### src/rtl/addsub_slice_sequencer_pkg.sv
`default_nettype none
// ============================================================================
// Module   : addsub_slice_sequencer_pkg
// Brief    : Shared ALU definitions: sequencer state encoding and slice width.
// Revision : 1.0
// ============================================================================
package addsub_slice_sequencer_pkg;

  localparam int SLICE_W = 8;

  typedef enum logic [1:0] {
    ST_IDLE = 2'd0,
    ST_RUN  = 2'd1,
    ST_DONE = 2'd2
  } state_t;

endpackage
`default_nettype wire

### src/rtl/addsub_slice_sequencer_csa8.sv
`default_nettype none
// ============================================================================
// Module   : addsub_slice_sequencer_csa8
// Brief    : 8-bit carry-select adder slice; also exports the carry into bit 7.
// Revision : 1.0
// ============================================================================
module addsub_slice_sequencer_csa8
  import addsub_slice_sequencer_pkg::*;
(
  input  logic [SLICE_W-1:0] a,
  input  logic [SLICE_W-1:0] b,
  input  logic               cin,
  output logic [SLICE_W-1:0] sum,
  output logic               cout,
  output logic               second_out
);

  logic [4:0] w_lo;
  logic [3:0] w_hi0;
  logic [3:0] w_hi1;
  logic       w_s7_0;
  logic       w_s7_1;
  logic       w_co_0;
  logic       w_co_1;

  assign w_lo = {1'b0, a[3:0]} + {1'b0, b[3:0]} + {4'd0, cin};

  // Upper nibble precomputed for both low-nibble carries; bit 3 of w_hi* is
  // the carry into bit 7, needed separately for signed overflow.
  assign w_hi0 = {1'b0, a[6:4]} + {1'b0, b[6:4]};
  assign w_hi1 = {1'b0, a[6:4]} + {1'b0, b[6:4]} + 4'd1;

  assign w_s7_0 = a[7] ^ b[7] ^ w_hi0[3];
  assign w_s7_1 = a[7] ^ b[7] ^ w_hi1[3];
  assign w_co_0 = (a[7] & b[7]) | (a[7] & w_hi0[3]) | (b[7] & w_hi0[3]);
  assign w_co_1 = (a[7] & b[7]) | (a[7] & w_hi1[3]) | (b[7] & w_hi1[3]);

  assign sum        = w_lo[4] ? {w_s7_1, w_hi1[2:0], w_lo[3:0]}
                              : {w_s7_0, w_hi0[2:0], w_lo[3:0]};
  assign cout       = w_lo[4] ? w_co_1   : w_co_0;
  assign second_out = w_lo[4] ? w_hi1[3] : w_hi0[3];

endmodule
`default_nettype wire

### src/rtl/addsub_slice_sequencer.sv
`default_nettype none
// ============================================================================
// Module   : addsub_slice_sequencer
// Brief    : Multi-cycle add/subtract, one 8-bit slice per cycle, LS slice first.
// Revision : 1.0
// ============================================================================
module addsub_slice_sequencer
  import addsub_slice_sequencer_pkg::*;
#(
  parameter int WIDTH  = 32,
  parameter int NSLICE = WIDTH / SLICE_W
) (
  input  logic             clock,
  input  logic             reset_n,
  input  logic             in_valid,
  output logic             in_ready,
  input  logic [WIDTH-1:0] op_a,
  input  logic [WIDTH-1:0] op_b,
  input  logic             op_sub,
  output logic             out_valid,
  input  logic             out_ready,
  output logic [WIDTH-1:0] result,
  output logic             carry_out,
  output logic             overflow,
  output logic             zero
);

  localparam int CNT_W = (NSLICE > 1) ? $clog2(NSLICE) : 1;
  localparam logic [CNT_W-1:0] C_LAST = CNT_W'(NSLICE - 1);

  state_t             r_state;
  state_t             w_state_nxt;
  logic [WIDTH-1:0]   r_a;
  logic [WIDTH-1:0]   r_b;
  logic               r_carry;
  logic [CNT_W-1:0]   r_cnt;
  logic [WIDTH-1:0]   r_result;
  logic               r_carry_out;
  logic               r_overflow;
  logic [SLICE_W-1:0] w_sum;
  logic               w_cout;
  logic               w_c7;
  logic               w_last;

  assign w_last = (r_cnt == C_LAST);

  addsub_slice_sequencer_csa8 u_slice (
    .a          (r_a[SLICE_W*r_cnt +: SLICE_W]),
    .b          (r_b[SLICE_W*r_cnt +: SLICE_W]),
    .cin        (r_carry),
    .sum        (w_sum),
    .cout       (w_cout),
    .second_out (w_c7)
  );

  always_ff @(posedge clock) begin
    if (!reset_n) r_state <= ST_IDLE;
    else          r_state <= w_state_nxt;
  end

  always_comb begin
    w_state_nxt = r_state;
    case (r_state)
      ST_IDLE: if (in_valid)  w_state_nxt = ST_RUN;
      ST_RUN:  if (w_last)    w_state_nxt = ST_DONE;
      ST_DONE: if (out_ready) w_state_nxt = ST_IDLE;
      default:                w_state_nxt = ST_IDLE;
    endcase
  end

  // Subtraction is folded in at acceptance: B is inverted and the carry
  // register seeded with 1, so the slice only ever adds.
  always_ff @(posedge clock) begin
    if (!reset_n) begin
      r_a         <= '0;
      r_b         <= '0;
      r_carry     <= 1'b0;
      r_cnt       <= '0;
      r_result    <= '0;
      r_carry_out <= 1'b0;
      r_overflow  <= 1'b0;
    end else begin
      case (r_state)
        ST_IDLE: begin
          if (in_valid) begin
            r_a     <= op_a;
            r_b     <= op_b ^ {WIDTH{op_sub}};
            r_carry <= op_sub;
            r_cnt   <= '0;
          end
        end
        ST_RUN: begin
          r_result[SLICE_W*r_cnt +: SLICE_W] <= w_sum;
          r_carry <= w_cout;
          if (w_last) begin
            r_cnt       <= '0;
            r_carry_out <= w_cout;
            r_overflow  <= w_cout ^ w_c7;
          end else begin
            r_cnt <= r_cnt + 1'b1;
          end
        end
        default: ;
      endcase
    end
  end

  assign in_ready  = (r_state == ST_IDLE);
  assign out_valid = (r_state == ST_DONE);
  assign result    = r_result;
  assign carry_out = r_carry_out;
  assign overflow  = r_overflow;
  // Gated so that it reads 0 out of reset and outside a valid result.
  assign zero      = out_valid && (r_result == '0);

endmodule
`default_nettype wire
### config.mk
export PLATFORM = sky130hd
export DESIGN_NAME = addsub_slice_sequencer
export DESIGN_NICKNAME = d
export VERILOG_FILES = /design/src/rtl/addsub_slice_sequencer_pkg.sv /design/src/rtl/addsub_slice_sequencer_csa8.sv /design/src/rtl/addsub_slice_sequencer.sv
export SDC_FILE = /design/constraint.sdc
export NUM_CORES = 1
export LEC_CHECK = 0
export CAP_MARGIN = 30
export CORE_ASPECT_RATIO = 1.4
export CORE_UTILIZATION = 52
export CTS_CLUSTER_DIAMETER = 120
export CTS_CLUSTER_SIZE = 25
export DETAILED_ROUTE_END_ITERATION = 8
export PLACE_DENSITY_LB_ADDON = 0.25
export REMOVE_ABC_BUFFERS = 1
export SLEW_MARGIN = 20
export SYNTH_ARGS = -nofsm -noshare
export SYNTH_HDL_FRONTEND = slang
export SYNTH_SLANG_ARGS = --single-unit
export TNS_END_PERCENT = 1
### constraint.sdc
create_clock -name clock -period 7.28 [get_ports clock]
set_clock_uncertainty 0.1 [all_clocks]
set_input_delay 1.456 -clock clock [delete_from_list [all_inputs] [get_ports clock]]
set_output_delay 1.456 -clock clock [all_outputs]
set_load 0.01 [all_outputs]
==> reports/results.tsv, run 1 <==
stage	metric	value	unit
route	wire per inst	15.4	um
layout	commonest cells after routing, fill and taps aside	nand2_1 (110), dfxtp_1 (103), clkdlybuf4s50_1 (103), xnor2_1 (35), o211a_1 (32)	
clocking	CTS H-Tree Depth	3	
logic_synthesis	Cell Area, Synth	4990	um^2
timing	Worst slew margin	38.2	%
run_status	outcome	finished, violations left	
logic_synthesis	Post-Synth Simple-Gate Area	18.1	%
setup_path	Setup crit start kind	flop	
run	Max-Cap Viols	0	
layout	n_diodes	0	
logic_synthesis	top cell type's share of synthesized area	41.3	%
route	First DRT Iteration DRCs	192	
setup_path	flop2flop setup slack	3520	ps
clocking	Post-CTS Hold Buffers	0	
power_and_ir_drop	Worst VDD drop	0.131	mV
logic_synthesis	register area share after synthesis	41.3	%
logic_synthesis	Synth Area in XOR/XNOR	7.12	%
logic_synthesis	syn avg cell area	9.76	um^2
setup_path	CP Capture Type	flop	
power_and_ir_drop	Clock power frac	34.3	%
clocking	Clock Sinks	103	
clocking	Setup Fix Bufs, Post-CTS	0	
logic_synthesis	post-synthesis cell count	511	
hold_path	Hold Path Class	reg2reg	
route	total wire length	11.0	mm
setup_path	launching point of the worst reg2reg path	r_cnt[0]	
logic_synthesis	Synth Area in Compound Gates	17.8	%
layout	post-route core utilization	69.5	%
power_and_ir_drop	sequential share of power	47.1	%
logic_synthesis	post-synthesis adder-cell area fraction	4.72	%
placement	gp weighted congestion	0.812	
layout	layout cells sized above 1	8.44	%
route	routed via count	3982	
setup_path	Worst Reg-to-Reg Cells	9	
timing	hold slack	357	ps
global_route	total grt overflow	0	
clocking	clk slew on worst S/H paths	70	ps
global_route	GRT Overall Usage	23.6	%
power_and_ir_drop	Int Pwr	969	uW
floorplanning	core area	9180	um^2
hold_path	WHS Path Cells	2	
global_route	vias in the first global route	3861	
logic_synthesis	largest family of logic cells by synthesized area	simple AND/OR/NAND/NOR gates	
power_and_ir_drop	power density over cell area	205	nW/um^2
power_and_ir_drop	Comb pwr share	18.6	%
power_and_ir_drop	Psw	336	uW
clocking	Max Root-Sink Buffers	2	
route	Via density	5.60	
placement	DP HPWL	7.98	mm
clocking	CTS Buf Count	9	
logic_synthesis	Synth Flop Type	dfxtp_1	
layout	most common cell after layout, fill and taps aside	nand2_1	
route	Initial DRT Pass Iterations	7	
layout	post-route cell area	6380	um^2
global_route	largest net degree at the start of global routing	109	
setup_path	Arrival @ worst endpoint	3890	ps
layout	area delta synth->final	27.8	%
floorplanning	die area	9990	um^2
floorplanning	Die Wd	84.8	um
timing	Final Hold Vio Count	0	
logic_synthesis	leading post-synthesis cells by cell area	dfxtp_1 (41%), nand2_1 (8.3%), mux4_2 (7.2%)	
floorplanning	row cnt	41	
layout	nets	685	
floorplanning	Initial Utilization	54.3	%
setup_path	crit path max fanout	15	
logic_synthesis	Synth async-reset ratio	0	%
floorplanning	I/O pin cnt	106	
timing	maximum clock frequency	266	MHz
floorplanning	Chip Height	118	um
clocking	Root Buffer	clkbuf_16	
power_and_ir_drop	Pleak	0.00263	uW
timing	slew at the pin closest to its max-slew limit	927	ps
placement	number of buffers added on ports	105	
timing	Final period util	51.6	%
global_route	first-pass GRT wire length	18.6	mm
global_route	initial antenna violation count	0	
setup_path	Critical Path RT	7420	ps
power_and_ir_drop	sw frac	25.7	%
route	Final ANT Viol Nets	0	
timing	endpoints failing setup	0	
setup_path	crit path kind	reg2reg	
clocking	TritonCTS clock tree	built	
route	# DRC	8	
timing	RSZ-0062 raised after global routing	false	
clocking	worst-skew pair later-pin latency	340	ps
hold_path	Hold EP	r_a[25]	
run_status	failing checks	design-rule violations	
logic_synthesis	area leader, netlist	dfxtp_1	
clocking	Post-CTS Resized	0	
timing	max-slew violation count	0	
setup_path	FF-to-FF End	result[22]	
timing	Tmin final	3760	ps
logic_synthesis	Seq cells post-synth	103	
hold_path	HP Start	r_a[25]	
logic_synthesis	synth warn	0	
logic_synthesis	mux share of post-synthesis cell area	7.65	%
logic_synthesis	Post-synth EDFFs	0	
logic_synthesis	post-synth cell types	44	
timing	setup_tns	0	ps
placement	placed inst area	6100	um^2
final cells by class:
cell class,count,area [um^2]
fill,739,2810
multi-input combinational,368,2770
sequential,103,2060
timing repair buffer,111,1110
clock buffer,13,260
tap,107,134
inverter,6,22.5
clock inverter,3,17.5
how the worst max path moves through the flow:
stage,end,start,slack (ps)
after floorplan,r_b[0],in_valid,2550
after global placement,r_cnt[0],in_valid,3210
after detailed placement,r_a[6],in_valid,3500
after CTS,result[22],r_cnt[0],3470
after global routing,result[22],r_cnt[0],3290
final,result[22],r_cnt[0],3520
layer usage:
layer  vias up  wire, um  GRT usage [%]
li1       1959         -              -
met1      1918      4430           27.1
met2        87      5970           42.6
met3        18       291           2.59
met4         0       284           12.0
met5         -         0              0
cell usage after synthesis (all sizes together) (2+ instances only):
cell / count
dfxtp: 103
xnor2: 35
clkbuf: 25
o21ai: 8
inv: 5
nand2b: 5
xor2: 3
nor2: 4
ha: 14
nor2b: 25
nand2: 114
a21oi: 5
a22oi: 24
nand3: 12
o211a: 32
or3: 3
and2: 3
fa: 3
nor3: 5
o21a: 2
a21o: 2
buf: 9
nor4: 9
a21boi: 36
mux4: 16
sequential cells by signal, summed over array words and instances (netlist names):
name,cells
r_state,2
r_b,32
result,32
r_a,32
r_cnt,2
r_carry,1
carry_out,1
overflow,1
cells by family (layout without fill, tap and decap cells):
family	count (synthesis)	in the layout
AOI/OAI and AO/OA	111	111
xor gates and xnor gates	39	39
adders and majority gates	17	17
buffers and inverters	40	133
DFF	103	103
muxes	18	18
and+or+nand+nor	183	183
through the flow:
step,setup WS (ps),cells,total power [uW]
final,3520,711,1300
after global routing,3290,711,1360
after CTS,3470,711,1320
after detailed placement,3500,695,871
after global placement,3210,693,859
after floorplan,2550,477,766
power by group through the flow:
stage,combinational [uW],clock (uW),sequential (uW)
finish,243,447,615
global route,265,479,618
detailed placement,244,0,627
CTS,245,456,614
floorplan,140,0,626
global placement,234,0,625
worst max-delay path, cell delays in order, from the launching register on:
cell,delay (ps)
dfxtp_1,670
buf_4,410
mux4_2,570
ha_1,250
fa_1,530
ha_1,150
a21boi_0,210
xor2_1,470
o21ai_1,120
and2_1,170
Note: power is estimated with default switching activity, not from simulation.
==> run 2: changes to the inputs <==
CORE_UTILIZATION = 51   (was 52)
clock period = 3.8 ns   (was 7.28 ns; I/O delays follow)
==> reports/results.tsv, run 2 (same netlist as run 1, synthesis figures left out) <==
stage	metric	value	unit	change
setup_path	crit path max fanout	18		+3
clocking	Root Buffer	clkbuf_16		
layout	layout cells sized above 1	9.39	%	+0.95 points
layout	fillcell total	778		+5.3%
timing	Tmin final	3270	ps	-491 ps
clocking	Setup Fix Bufs, Post-CTS	0		unchanged
floorplanning	Die Wd	85.6	um	+0.95%
clocking	Clock Sinks	103		unchanged
route	Final ANT Viol Nets	0		unchanged
power_and_ir_drop	power density over cell area	407	nW/um^2	+99%
placement	gp weighted congestion	0.827		+1.8%
clocking	worst-skew pair later-pin latency	340	ps	about the same
timing	Final Hold Vio Count	0		unchanged
floorplanning	I/O pin cnt	106		unchanged
global_route	vias in the first global route	4126		+6.9%
setup_path	Arrival @ worst endpoint	3400	ps	-490 ps
layout	commonest cells after routing, fill and taps aside	nand2_1 (110), clkdlybuf4s50_1 (103), dfxtp_1 (102), xnor2_1 (35), o211a_1 (32)		
timing	RSZ-0062 raised after global routing	false		
timing	Final period util	85.9	%	+34 points
floorplanning	row cnt	42		+2.4%
clocking	Post-CTS Resized	0		unchanged
power_and_ir_drop	Pleak	0.00267	uW	+1.6%
timing	max-slew violation count	0		unchanged
clocking	Post-CTS Hold Buffers	0		unchanged
route	Initial DRT Pass Iterations	4		-3
timing	hold slack	358	ps	+1.13 ps
setup_path	crit path kind	reg2reg		
global_route	largest net degree at the start of global routing	53		-51%
route	# DRC	0		-8
floorplanning	core area	9460	um^2	+3.0%
floorplanning	Chip Height	119	um	+0.96%
timing	Worst slew margin	41.8	%	+3.6 points
global_route	first-pass GRT wire length	18.8	mm	+1.2%
route	First DRT Iteration DRCs	130		-32%
run	Max-Cap Viols	0		unchanged
setup_path	CP Capture Type	flop		
placement	number of buffers added on ports	105		unchanged
layout	nets	688		+0.44%
route	Via density	5.59		-0.24%
clocking	Max Root-Sink Buffers	2		unchanged
power_and_ir_drop	Worst VDD drop	0.241	mV	+84%
global_route	GRT Overall Usage	23.6	%	about the same
timing	endpoints failing setup	0		unchanged
floorplanning	Initial Utilization	52.7	%	-1.6 points
global_route	initial antenna violation count	0		unchanged
route	total wire length	11.3	mm	+3.1%
floorplanning	die area	10200	um^2	+1.9%
layout	most common cell after layout, fill and taps aside	nand2_1		
power_and_ir_drop	PnR Total Power	2630	uW	+100%
run_status	outcome	completed		
route	wire per inst	15.8	um	+2.2%
setup_path	Setup crit start kind	flop		
layout	Non-Filler Instances	717		+0.84%
timing	maximum clock frequency	306	MHz	+15%
layout	area delta synth->final	29.4	%	
clocking	CTS Buf Count	9		unchanged
hold_path	Hold Path Class	reg2reg		
route	routed via count	4006		+0.60%
placement	Placed Instances	701		+0.86%
clocking	clk slew on worst S/H paths	60	ps	about the same
placement	DP HPWL	8.69	mm	+8.9%
setup_path	Critical Path RT	3930	ps	-3490 ps
timing	slew at the pin closest to its max-slew limit	873	ps	-54.0 ps
layout	multi-input logic area	2770	um^2	unchanged
layout	n_diodes	0		unchanged
layout	register area	2060	um^2	about the same
global_route	total grt overflow	0		unchanged
clocking	CTS H-Tree Depth	3		unchanged
clocking	TritonCTS clock tree	built		
run 2: cell types whose count changed in the layout (fill, tap and decap cells not counted), sizes merged:
cell and delta:
clkinvlp -1, clkinv +2, clkbuf -3, bufinv +2
buf +3
run 2: worst paths after layout:
kind / from / cells past startpoint / slack, ps / to
max: r_cnt[0] / 8 / 530 / overflow
min: r_a[25] / 2 / 360 / r_a[25]
max reg2reg: r_cnt[0] / 8 / 530 / overflow
min reg2reg: r_a[25] / 2 / 360 / r_a[25]
run 2: through the flow:
| stage | setup slack, ps | utilization, % | area, um^2 | TNS (ps) |
|---|---|---|---|---|
| floorplan | -232 | - | 4850 | -13280 |
| global placement | 647 | 64.7 | 6120 | 0 |
| detailed placement | 567 | 64.8 | 6130 | 0 |
| CTS | 522 | 68.2 | 6450 | 0 |
| global route | 368 | 68.2 | 6450 | 0 |
| finish | 535 | 68.2 | 6450 | 0 |
run 2: cell type report:
class | count | share of cell area [%]
Multi-Input combinational cell | 368 | 42.9
Sequential cell | 103 | 32.0
Timing Repair Buffer | 114 | 17.7
Clock buffer | 10 | 3.70
Tap cell | 110 | 2.13
Clock inverter | 6 | 1.30
Inverter | 6 | 0.349
run 2: where the power goes:
group          leakage [uW]  internal [uW]  switching [uW]
Clock              0.000162            592             390
Combinational       0.00167            241             218
Sequential         0.000844           1140            44.5
Total               0.00267           1970             653
run 2: worst max-delay path, cell delays in order, from the launching register on:
cell and delay (ps):
dfxtp_2 670, mux4_2 590, fa_1 460, fa_1 430, nand3_1 150, a211oi_2 110
xnor2_1 310, mux2i_1 240, a21oi_1 90
run 2: routing by layer:
metal  up-vias  GRT usage, %  part of all wire, %
li1       1971             -                    -
met1      1906          25.1                   39
met2       104          45.1                   55
met3        25          2.49                  2.8
met4         0          11.6                  2.6
met5         -             0                    0
==> run 3: changes to the inputs <==
--- a/config.mk
+++ b/config.mk
@@ -8,5 +8,5 @@
 export CAP_MARGIN = 30
 export CORE_ASPECT_RATIO = 1.4
-export CORE_UTILIZATION = 51
+export CORE_UTILIZATION = 35
 export CTS_CLUSTER_DIAMETER = 120
 export CTS_CLUSTER_SIZE = 25
--- a/constraint.sdc
+++ b/constraint.sdc
@@ -3,3 +3,3 @@
 set_input_delay 0.76 -clock clock [delete_from_list [all_inputs] [get_ports clock]]
 set_output_delay 0.76 -clock clock [all_outputs]
-set_load 0.01 [all_outputs]
+set_load 0.02 [all_outputs]
==> reports/results.tsv, run 3 (same netlist as run 1, synthesis figures left out) <==
stage	metric	value	unit	change
run_status	outcome	completed		
timing	maximum clock frequency	315	MHz	+2.8%
layout	post-route core utilization	47.0	%	-21 points
layout	commonest cells after routing, fill and taps aside	nand2_1 (110), clkdlybuf4s50_1 (103), dfxtp_1 (102), xnor2_1 (35), o211a_1 (32)		
global_route	M3 GR Usage	2.15	%	-0.34 points
hold_path	Hold EP	r_a[28]		
timing	RSZ-0062 raised after global routing	false		
layout	n_diodes	0		unchanged
clocking	CTS H-Tree Depth	3		unchanged
placement	placed inst area	6200	um^2	+1.1%
layout	post-route cell area	6530	um^2	+1.2%
global_route	gr busiest metal	met2		
floorplanning	Initial Utilization	35.9	%	-17 points
layout	area delta synth->final	31.0	%	
timing	endpoints failing setup	0		unchanged
timing	slew at the pin closest to its max-slew limit	894	ps	+21.2 ps
global_route	initial antenna violation count	0		unchanged
layout	Non-Filler Instances	790		+10%
timing	Worst slew margin	40.4	%	-1.4 points
global_route	met1 Use GR	19.5	%	-5.6 points
setup_path	FF-to-FF End	result[14]		
global_route	total grt overflow	0		unchanged
power_and_ir_drop	Pleak	0.00266	uW	-0.51%
global_route	largest net degree at the start of global routing	99		+87%
placement	gp weighted congestion	0.785		-5.0%
setup_path	crit path kind	reg2reg		
floorplanning	I/O pin cnt	106		unchanged
clocking	Clock Sinks	103		unchanged
global_route	GRT Overall Usage	17.0	%	-6.5 points
floorplanning	row cnt	51		+21%
hold_path	Hold Path Class	reg2reg		
setup_path	Setup crit start kind	flop		
setup_path	crit path max fanout	12		-6
setup_path	flop2flop setup slack	620	ps	+90 ps
timing	Final period util	83.6	%	-2.3 points
route	Initial DRT Pass Iterations	4		unchanged
floorplanning	Die Wd	103	um	+20%
route	wire per inst	14.9	um	-5.6%
clocking	Post-CTS Hold Buffers	0		unchanged
clocking	worst-skew pair later-pin latency	350	ps	about the same
hold_path	WHS Path Cells	2		unchanged
run	Max-Cap Viols	0		unchanged
clocking	Setup Fix Bufs, Post-CTS	0		unchanged
global_route	first-pass GRT wire length	19.1	mm	+1.4%
route	# DRC	0		unchanged
clocking	Post-CTS Resized	0		unchanged
layout	most common cell after layout, fill and taps aside	nand2_1		
route	Final ANT Viol Nets	0		unchanged
floorplanning	Chip Height	143	um	+20%
floorplanning	die area	14700	um^2	+45%
floorplanning	core area	13900	um^2	+47%
layout	layout cells sized above 1	8.93	%	-0.46 points
route	routed via count	3954		-1.3%
setup_path	CP Capture Type	flop		
clocking	TritonCTS clock tree	built		
clocking	Root Buffer	clkbuf_16		
clocking	Max Root-Sink Buffers	2		unchanged
timing	fin worst setup slack	623	ps	+88.0 ps
power_and_ir_drop	Worst VDD drop	0.258	mV	+7.0%
timing	Tmin final	3180	ps	-88.0 ps
power_and_ir_drop	power density over cell area	406	nW/um^2	-0.25%
layout	nets	686		-0.29%
placement	number of buffers added on ports	105		unchanged
setup_path	Worst Reg-to-Reg Cells	8		unchanged
route	First DRT Iteration DRCs	133		+2.3%
route	Via density	5.01		-10%
global_route	GR Util met2	30.4	%	-15 points
setup_path	Arrival @ worst endpoint	3320	ps	-80 ps
placement	DP HPWL	9.08	mm	+4.5%
route	total wire length	11.8	mm	+4.1%
global_route	vias in the first global route	3955		-4.1%
timing	Final Hold Vio Count	0		unchanged
clocking	CTS Buf Count	9		unchanged
hold_path	HP Start	r_a[28]		
clocking	clk slew on worst S/H paths	60	ps	about the same
placement	Placed Instances	774		+10%
timing	max-slew violation count	0		unchanged
setup_path	Critical Path RT	3940	ps	about the same
placement	pre-CTS setup slack	623	ps	+55.4 ps
setup_path	launching point of the worst reg2reg path	r_cnt[0]		
run 3: cell count changes in the layout (fill, tap and decap cells not counted):
cell,previous run,this run
buf_12,2,1
buf_4,6,5
clkbuf_1,0,1
clkbuf_8,1,2
clkinv_2,3,0
clkinv_4,1,2
run 3: critical path, cell delays in order, from the launching register on:
cell      delay [ps]
dfxtp_2          560
mux4_2           560
ha_1             240
fa_1             530
ha_1             170
a21boi_0         230
xor2_1           410
o21ai_1           90
and2_1           160
run 3: worst max-delay path by stage:
stage	from	end	cells past startpoint
2_1_floorplan	in_valid	r_b[0]	4
6_report	r_cnt[0]	result[14]	8
4_1_cts	r_cnt[0]	result[14]	8
3_3_place_gp	r_cnt[0]	result[6]	8
3_5_place_dp	r_cnt[0]	result[14]	8
5_1_grt	r_cnt[0]	result[14]	8
run 3: area by class of cell:
type | count | area, um^2
fillers | 1403 | 7380
inverters | 6 | 22.5
multi-input cells | 368 | 2770
flip-flops and latches | 103 | 2060
clock buffers | 12 | 256
clock inverters | 4 | 77.6
well taps | 185 | 231
repair buffers | 112 | 1110
run 3: per-layer routing:
| metal | wire [um] | share of wire (%) |
|---|---|---|
| met1 | 4840 | 41 |
| met3 | 381 | 3.2 |
| met4 | 328 | 2.8 |
| met2 | 6210 | 53 |
| met5 | 0 | 0 |
run 3: power breakdown:
part	switching, uW	internal, uW
registers	43.1	1140
clock network	394	615
logic	223	236
run 3: per-stage QoR:
step | hold WS [ps] | setup TNS (ps) | total power, uW
after global placement | 343 | 0 | 1660
after global routing | 377 | 0 | 2760
final | 353 | 0 | 2650
after detailed placement | 348 | 0 | 1670
after floorplan | 332 | -13280 | 1470
after CTS | 357 | 0 | 2680
